[config.mk]
export PLATFORM = sky130hd
export DESIGN_NAME = sys_drain_collector
export DESIGN_NICKNAME = d
export VERILOG_FILES = /design/src/rtl/sys_drain_collector_pkg.sv /design/src/rtl/sys_drain_collector_drain_out_reg.sv /design/src/rtl/sys_drain_collector.sv
export SDC_FILE = /design/constraint.sdc
export NUM_CORES = 1
export LEC_CHECK = 0
export ABC_CLOCK_PERIOD_IN_PS = 3720
export CORE_ASPECT_RATIO = 1.25
export CORE_MARGIN = 2
export CORE_UTILIZATION = 42
export DETAILED_ROUTE_END_ITERATION = 8
export HOLD_SLACK_MARGIN = 0.08
export PLACE_DENSITY = 0.86
export SLEW_MARGIN = 20
export SYNTH_ARGS = -nofsm -noshare
export SYNTH_HDL_FRONTEND = slang
export SYNTH_SLANG_ARGS = --single-unit
[constraint.sdc]
create_clock -name clk -period 3.72 [get_ports clk]
set_clock_uncertainty 0.2 [all_clocks]
set_input_delay 1.116 -clock clk [delete_from_list [all_inputs] [get_ports clk]]
set_output_delay 1.116 -clock clk [all_outputs]
set_load 0.005 [all_outputs]
[src/rtl/sys_drain_collector_pkg.sv]
// Shared defaults, FSM state encoding and thermometer helper for the
// systolic-array result drain collector.
package sys_drain_collector_pkg;

   localparam int ROW_A_DEF  = 4;
   localparam int COL_B_DEF  = 4;
   localparam int DATA_W_DEF = 32;

   typedef enum logic [2:0] {
      ST_IDLE  = 3'd0,
      ST_CLR   = 3'd1,
      ST_DRAIN = 3'd2,
      ST_FLUSH = 3'd3,
      ST_DONE  = 3'd4
   } drain_state_e;

   // Thermometer code with the low k bits set; callers truncate to the
   // Johnson counter width.
   function automatic logic [31:0] therm(input int k);
      logic [31:0] m;
      m = '0;
      for (int i = 0; i < 32; i++) begin
         m[i] = (i < k);
      end
      return m;
   endfunction

endpackage

[src/rtl/sys_drain_collector_drain_out_reg.sv]
// Single-entry valid/ready holding register. A load in the same edge as an
// accepted transfer wins, so the stream keeps one row per cycle.
module drain_out_reg
   import sys_drain_collector_pkg::*;
#(
   parameter int W  = 128,
   parameter int IW = 2
) (
   input  logic          clk,
   input  logic          reset,
   input  logic          load_i,
   input  logic [W-1:0]  data_i,
   input  logic [IW-1:0] idx_i,
   input  logic          last_i,
   input  logic          ready_i,
   output logic          valid_o,
   output logic [W-1:0]  data_o,
   output logic [IW-1:0] idx_o,
   output logic          last_o
);

   logic          valid_q, valid_d;
   logic [W-1:0]  data_q;
   logic [IW-1:0] idx_q;
   logic          last_q;

   // Valid next-state: load has priority over the downstream accept.
   always_comb begin
      valid_d = valid_q;
      if (load_i) begin
         valid_d = 1'b1;
      end else if (valid_q && ready_i) begin
         valid_d = 1'b0;
      end
   end

   // Holding register; payload only moves on a load so it is stable under stall.
   always_ff @(posedge clk) begin
      if (reset) begin
         valid_q <= 1'b0;
         data_q  <= '0;
         idx_q   <= '0;
         last_q  <= 1'b0;
      end else begin
         valid_q <= valid_d;
         if (load_i) begin
            data_q <= data_i;
            idx_q  <= idx_i;
            last_q <= last_i;
         end
      end
   end

   assign valid_o = valid_q;
   assign data_o  = data_q;
   assign idx_o   = idx_q;
   assign last_o  = last_q;

endmodule

[src/rtl/sys_drain_collector.sv]
// Drain sequencer for the systolic array: clears the row-select Johnson
// counter, strobes deload once per row, checks the counter against the
// expected thermometer code and streams the captured rows out.
//
//   state    | meaning
//   ---------+---------------------------------------------------------
//   ST_IDLE  | waiting for start
//   ST_CLR   | one-cycle Johnson counter clear
//   ST_DRAIN | deload rows whenever the output register can take one
//   ST_FLUSH | last row captured, waiting for it to be accepted
//   ST_DONE  | one-cycle done pulse
module sys_drain_collector
   import sys_drain_collector_pkg::*;
#(
   parameter  int ROW_A  = ROW_A_DEF,
   parameter  int COL_B  = COL_B_DEF,
   parameter  int DATA_W = DATA_W_DEF,
   localparam int RW     = COL_B * DATA_W,
   localparam int KW     = $clog2(ROW_A + 1),
   localparam int IW     = $clog2(ROW_A)
) (
   input  logic             clk,
   input  logic             reset,
   input  logic             start_i,
   output logic             jc_reset_o,
   output logic             deload_o,
   input  logic [ROW_A-1:0] johnson_count_i,
   input  logic [RW-1:0]    row_data_i,
   output logic             out_valid_o,
   input  logic             out_ready_i,
   output logic [RW-1:0]    out_data_o,
   output logic [IW-1:0]    out_row_idx_o,
   output logic             out_last_o,
   output logic             busy_o,
   output logic             done_o,
   output logic             seq_err_o
);

   drain_state_e     state_q, state_d;
   logic [KW-1:0]    k_q, k_d;
   logic             seq_err_q, seq_err_d;
   logic             capture;
   logic             k_is_last;
   logic             seq_mismatch;
   logic [ROW_A-1:0] therm_k;
   logic [IW-1:0]    cap_idx;

   assign therm_k      = ROW_A'(therm(int'(k_q)));
   assign seq_mismatch = (johnson_count_i != therm_k);
   assign k_is_last    = (k_q == KW'(ROW_A - 1));
   // Bottom row leaves first, so capture k carries array row ROW_A-1-k.
   assign cap_idx      = IW'(ROW_A - 1 - int'(k_q));

   // Next-state, capture strobe and sequence check.
   always_comb begin
      state_d    = state_q;
      k_d        = k_q;
      seq_err_d  = seq_err_q;
      jc_reset_o = 1'b0;
      capture    = 1'b0;
      done_o     = 1'b0;
      case (state_q)
         ST_IDLE: begin
            if (start_i) begin
               state_d   = ST_CLR;
               seq_err_d = 1'b0;
            end
         end
         ST_CLR: begin
            jc_reset_o = 1'b1;
            k_d        = '0;
            state_d    = ST_DRAIN;
         end
         ST_DRAIN: begin
            // Only advance when the holding register is free or emptying.
            capture = !out_valid_o || out_ready_i;
            if (capture) begin
               if (seq_mismatch) begin
                  seq_err_d = 1'b1;
               end
               k_d = (k_q == KW'(ROW_A)) ? k_q : k_q + KW'(1);
               if (k_is_last) begin
                  state_d = ST_FLUSH;
               end
            end
         end
         ST_FLUSH: begin
            if (out_valid_o && out_ready_i && out_last_o) begin
               state_d = ST_DONE;
            end
         end
         ST_DONE: begin
            done_o  = 1'b1;
            state_d = ST_IDLE;
         end
         default: state_d = ST_IDLE;
      endcase
   end

   // State, capture count and sticky sequence error.
   always_ff @(posedge clk) begin
      if (reset) begin
         state_q   <= ST_IDLE;
         k_q       <= '0;
         seq_err_q <= 1'b0;
      end else begin
         state_q   <= state_d;
         k_q       <= k_d;
         seq_err_q <= seq_err_d;
      end
   end

   assign deload_o  = capture;
   assign busy_o    = (state_q != ST_IDLE);
   assign seq_err_o = seq_err_q;

   drain_out_reg #(
      .W  (RW),
      .IW (IW)
   ) u_out_reg (
      .clk     (clk),
      .reset   (reset),
      .load_i  (capture),
      .data_i  (row_data_i),
      .idx_i   (cap_idx),
      .last_i  (k_is_last),
      .ready_i (out_ready_i),
      .valid_o (out_valid_o),
      .data_o  (out_data_o),
      .idx_o   (out_row_idx_o),
      .last_o  (out_last_o)
   );

endmodule
==> flow_metrics.py, run 1 <==
metrics = {
    "synthesis": {
        "synth_edf_count": 0,
        "syn_avg_cell_area_um2": 7.87,
        "async_reset_ff_share_pct": 0,
        "syn_area_mm2": 0.00497,
        "synthCells": 632,
        "synth_cell_types": 33,
        "synth_most_common_cell": "nand2_1",
        "synth_area_leaders": "dfxtp_1, nand2_1, a21oi_1",
        "synth_fp_nets": 770,
        "synth_area_leader_cell": "dfxtp_1",
        "synth-seq-cells": 139,
        "synth_common_cells": "nand2_1, dfxtp_1, a21oi_1, clkbuf_1, buf_2",
        "synth_top_flop_cell": "dfxtp_1",
        "ys_seq_area_share_pct": 55.9,
        "yosys_warnings": 0,
        "netlist.area_leader.share_pct": 55.9,
    },
    "finish": {
        "final_layout_size_suffix_gt1_share_pct": 5.02,
        "synthToLayoutAreaGrowth_pct": 68.8,
        "diodes": 0,
        "fill_cells": 863,
        "postLayoutCellArea_mm2": 0.00840,
        "ff_latch_area_mm2": 0.00278,
        "nNetsFinal": 1024,
        "multiInputGateArea_mm2": 0.00200,
    },
    "setup_path": {
        "r2r-end": "u_out_reg.data_o[121]$_SDFFE_PP0P_",
        "crit_chain": "clkdlybuf4s50_1, nand2b_4, nand3_4, inv_4, dlygate4sd2_1",
        "cp-end-kind": "primary output",
        "r2r_start": "state_q[2]$_SDFFE_PP0P_",
        "worstPathArrival_ns": 2.18,
        "worst-r2r-cell-count": 6,
        "required_ns": 2.40,
        "crit_buf_inv": 3,
        "cp-start-kind": "primary input",
        "crit_path_max_fanout": 2,
        "regToRegSetupSlack_ns": 0.97,
        "critPathSlowestCell": "clkdlybuf4s50_1",
        "max_stage_delay_ns": 0.48,
        "worstSetupPathType": "in -> out",
        "path_delay_family": "buffers and inverters",
    },
    "worst_hold_path": {
        "min_delay_worst_endpoint": "u_out_reg.data_o[68]$_SDFFE_PP0P_",
        "hp-class": "reg -> reg",
        "min_from": "u_out_reg.data_o[68]$_SDFFE_PP0P_",
        "holdPathStages": 2,
    },
    "detailed_routing": {
        "drc": 0,
        "wirelength_um": 15100,
        "drtAntennaViolNets": 0,
        "wl_per_cell_um": 14.5,
        "drtIter0Drc": 210,
        "vias": 5134,
        "viasPerCell": 4.96,
        "firstDrtPassIters": 4,
    },
    "job": {
        "maxCapViolations": 0,
    },
    "placement": {
        "gp_congestion": 0.775,
        "place.port_buffers": 272,
        "dp_hpwl_um": 10200,
        "place_area_mm2": 0.00777,
    },
    "sta": {
        "max_freq_ghz": 0.286,
        "worst_pin_slew_ns": 0.925,
        "maxSlewHeadroom_pct": 38.4,
        "setup_violations": 0,
        "period_share_pct": 93.9,
        "finalMaxSlewViolations": 0,
        "hold_violations": 0,
        "period_needed_ns": 3.49,
        "rsz0062_at_grt": "false",
    },
    "power_and_ir_drop": {
        "peakVddDrop_uv": 347,
        "p_leak_nw": 2.96,
        "total_power_mw": 4.40,
        "power.density_mw_per_mm2": 524,
    },
    "cts": {
        "cts_buffers": 17,
        "htreeDepth": 4,
        "cts_root_buf": "clkbuf_16",
        "clkTransAtPathRegs_ns": 0.05,
        "clk_latency_ns": 0.41,
        "cts_tree": "built",
        "cts_setup_buffers": 0,
        "cts_sinks": 139,
        "cts.path.max_buffers": 2,
    },
    "status": {
        "status": "finished clean",
    },
    "global_routing": {
        "first_global_vias": 4933,
        "grt_usage_pct": 23.3,
        "antenna_found_initial": 0,
        "overflow": 0,
        "grt_max_degree": 92,
        "grt_first_pass_wirelength_um": 23600,
    },
    "die": {
        "die_h_um": 126,
        "fp.dieArea_mm2": 0.0127,
        "ioPinCount": 273,
        "core_mm2": 0.0116,
        "start_util_pct": 43.0,
        "die_w_um": 101,
        "rows": 44,
    },
}
[timing repair]
action | 4_1_cts | 5_1_grt
resized for setup | 2 | 0
hold buffers | 0 | 0
setup endpoints to repair | 1 | 0
[worst register-to-register path, delay by kind of cell, from the launching register on]
kind / cells / cell delay [ns]
buffers and inverters: 2 / 1.20
DFF: 1 / 0.55
and+or+nand+nor: 3 / 0.47
AOI/OAI and AO/OA: 1 / 0.25
[layout make-up]
| class | instances | area share, % |
|---|---|---|
| inverter | 6 | 0.298 |
| clock inverter | 10 | 1.98 |
| multi-input combinational | 441 | 23.8 |
| sequential | 139 | 33.1 |
| timing repair buffer | 281 | 33.3 |
| tap | 138 | 2.06 |
| clock buffer | 20 | 5.44 |
[layer usage]
layer / track usage (%) / wire length, um / vias up / share of wire, %
met5: 0 / 0 / - / 0
met1: 25.5 / 5870 / 2329 / 39
li1: - / - / 2564 / -
met3: 8.66 / 1290 / 34 / 8.6
met2: 40.2 / 7420 / 207 / 49
met4: 9.46 / 467 / 0 / 3.1
[report_power, final]
| group | total [mW] | internal, mW | switching [mW] |
|---|---|---|---|
| logic | 0.910 | 0.497 | 0.412 |
| registers | 1.72 | 1.64 | 0.0860 |
| clock network | 1.77 | 1.15 | 0.613 |
| total | 4.40 | 3.29 | 1.11 |
[through the flow]
step,std cells,hold slack (ns),util [%],setup TNS [ns],setup WS (ns)
2_1_floorplan,632,0.253,-,0,0.611
3_5_place_dp,1005,0.245,67.2,-0.105,-0.0901
3_3_place_gp,1005,0.240,67.2,-0.0756,-0.0756
4_1_cts,1035,0.253,72.6,0,0.223
5_1_grt,1035,0.267,72.6,0,0.206
6_report,1035,0.251,72.6,0,0.227
[how the worst max path moves through the flow]
stage,startpoint,end,slack [ns],depth (start not counted)
3_5_place_dp,out_ready_i,deload_o,-0.09,5
2_1_floorplan,out_ready_i,deload_o,0.61,4
3_3_place_gp,out_ready_i,deload_o,-0.08,5
4_1_cts,out_ready_i,deload_o,0.22,5
6_report,out_ready_i,deload_o,0.23,5
5_1_grt,out_ready_i,deload_o,0.21,5
[cells in the final DEF (no fill, tap or decap), types with 2 or more instances in the layout]
master             n
a21oi_1          136
a31oi_1            2
buf_4              9
bufinv_16          4
clkbuf_16         17
clkbuf_8           2
clkdlybuf4s50_1  270
clkinv_4           2
clkinvlp_4         2
dfxtp_1          139
ha_1               2
inv_1              5
nand2_1          257
nand2b_4           2
nand3b_1           2
nand4_1            3
nor2_1             6
nor3_1             6
nor3b_1            2
o21ai_0            3
o31ai_1            4
or3_1              2
xnor2_1            2
[logic make-up after synthesis]
kind of cell,synth area share (%)
fa+ha+maj,0.503
buf+inv,4.35
xor+xnor,0.352
compound gates,16.0
flops,55.9
simple gates,22.9
[sequential cells by signal, indices dropped and copies added, names as in the netlist]
name,flops
u_out_reg.idx_o,2
u_out_reg.data_o,128
k_q,3
state_q,3
u_out_reg.last_o,1
seq_err_o,1
u_out_reg.valid_o,1
Note: power is estimated with default switching activity, not from simulation.
==> inputs of run 2 (changes only) <==
- ABC_CLOCK_PERIOD_IN_PS: 3720 -> 3000
- CORE_UTILIZATION: 42 -> 35
- PLACE_DENSITY: 0.86 -> 0.77
- SLEW_MARGIN: 20 -> 40
- clock period: 3.72 -> 3 ns (I/O delays scaled with it)
==> flow_metrics.py, run 2 (synthesis results as in run 1) <==
metrics = {
    "power_and_ir_drop": {
        "power.density_mw_per_mm2": 641,
        "peakVddDrop_uv": 545,
        "p_leak_nw": 2.97,
        "total_power_mw": 5.43,
    },
    "setup_path": {
        "crit_path_max_fanout": 12,
        "crit_buf_inv": 2,
        "required_ns": 1.90,
        "crit_chain": "inv_1, nor3_1, clkdlybuf4s50_1",
        "worstSetupPathType": "reg -> out",
        "cp-end-kind": "primary output",
        "max_stage_delay_ns": 0.56,
        "cp-start-kind": "register",
        "worstPathArrival_ns": 1.75,
        "path_delay_family": "buffers and inverters",
        "critPathSlowestCell": "clkdlybuf4s50_1",
    },
    "finish": {
        "layout_commonest_cell": "clkdlybuf4s50_1",
        "postLayoutCellArea_mm2": 0.00847,
        "nNetsFinal": 1024,
        "synthToLayoutAreaGrowth_pct": 70.2,
        "largest_reg_flops": 128,
        "diodes": 0,
        "final_layout_size_suffix_gt1_share_pct": 5.67,
        "fill_cells": 1218,
        "ff_latch_area_mm2": 0.00279,
        "layout_common_cells": "clkdlybuf4s50_1, nand2_1, a21oi_1, dfxtp_1, clkbuf_16",
        "multiInputGateArea_mm2": 0.00200,
    },
    "global_routing": {
        "grt_first_pass_wirelength_um": 22900,
        "grt_max_degree": 130,
        "first_global_vias": 4719,
        "grt_usage_pct": 18.9,
        "antenna_found_initial": 0,
        "overflow": 0,
    },
    "sta": {
        "maxSlewHeadroom_pct": 54.3,
        "worst_pin_slew_ns": 0.685,
        "max_freq_ghz": 0.351,
        "period_needed_ns": 2.85,
        "setup_tns_ns": 0,
        "hold_violations": 0,
        "whs_ns": 0.251,
        "finalMaxSlewViolations": 0,
        "period_share_pct": 94.8,
        "rsz0062_at_grt": "false",
        "setup_violations": 0,
    },
    "die": {
        "die_h_um": 137,
        "core_mm2": 0.0139,
        "fp.dieArea_mm2": 0.0152,
        "die_w_um": 111,
        "ioPinCount": 273,
        "start_util_pct": 35.9,
        "rows": 48,
    },
    "placement": {
        "gp_congestion": 0.764,
        "place.port_buffers": 272,
        "place_area_mm2": 0.00784,
        "dp_hpwl_um": 9900,
    },
    "job": {
        "maxCapViolations": 0,
    },
    "status": {
        "status": "finished clean",
    },
    "detailed_routing": {
        "drtIter0Drc": 280,
        "wirelength_um": 14700,
        "drc": 0,
        "vias": 5065,
        "drtAntennaViolNets": 0,
        "firstDrtPassIters": 5,
        "viasPerCell": 4.72,
        "wl_per_cell_um": 13.7,
    },
    "worst_hold_path": {
        "hp-class": "reg -> reg",
    },
    "cts": {
        "clkTransAtPathRegs_ns": 0.06,
        "htreeDepth": 4,
        "cts_buffers": 17,
        "clk_latency_ns": 0.42,
        "cts_sinks": 139,
        "cts_root_buf": "clkbuf_16",
        "cts_tree": "built",
        "cts.path.max_buffers": 2,
        "hold_buffers": 0,
    },
}
[run 2: area by class of cell]
class,instances,share of cell area [%]
repair buffers,281,33.4
flip-flops and latches,139,32.9
multi-input cells,441,23.6
clock buffers,22,5.60
well taps,175,2.59
clock inverters,10,1.64
inverters,6,0.295
[run 2: repair_timing]
item	4_1_cts	5_1_grt
gates resized for setup	6	3
endpoints found under the hold margin	0	0
setup buffers	0	0
endpoints found under the setup margin	2	3
[run 2: worst paths after layout]
check	from	to	slack [ns]	cells after the start
max	state_q[2]$_SDFFE_PP0P_	done_o	0.15	3
min	u_out_reg.data_o[105]$_SDFFE_PP0P_	u_out_reg.data_o[105]$_SDFFE_PP0P_	0.25	2
max reg2reg	k_q[0]$_SDFFE_PP0P_	k_q[2]$_SDFFE_PP0P_	0.82	6
min reg2reg	u_out_reg.data_o[105]$_SDFFE_PP0P_	u_out_reg.data_o[105]$_SDFFE_PP0P_	0.25	2
[run 2: through the flow]
step / cells / utilization (%) / setup WS, ns
finish: 1074 / 61.0 / 0.155
global route: 1074 / 61.0 / 0.0461
CTS: 1074 / 61.0 / 0.000521
detailed placement: 1042 / 56.5 / -0.366
global placement: 1042 / 56.5 / -0.345
floorplan: 632 / - / 0.323
[run 2: worst min-delay path: stages, from the launching register on]
cell     delay (ns)
dfxtp_1        0.30
nand2_1        0.05
a21oi_1        0.05
[run 2: per-layer routing]
metal	routed length, um	global-route usage [%]
met5	0	0
met3	1040	6.86
met2	7160	31.7
met1	5900	20.6
met4	626	11.2
[run 2: report_power, final]
| group | internal (mW) | leakage, nW | switching (mW) |
|---|---|---|---|
| clock | 1.37 | 0.300 | 0.782 |
| sequential | 2.03 | 1.13 | 0.106 |
| combinational | 0.626 | 1.54 | 0.507 |
| total | 4.03 | 2.97 | 1.39 |
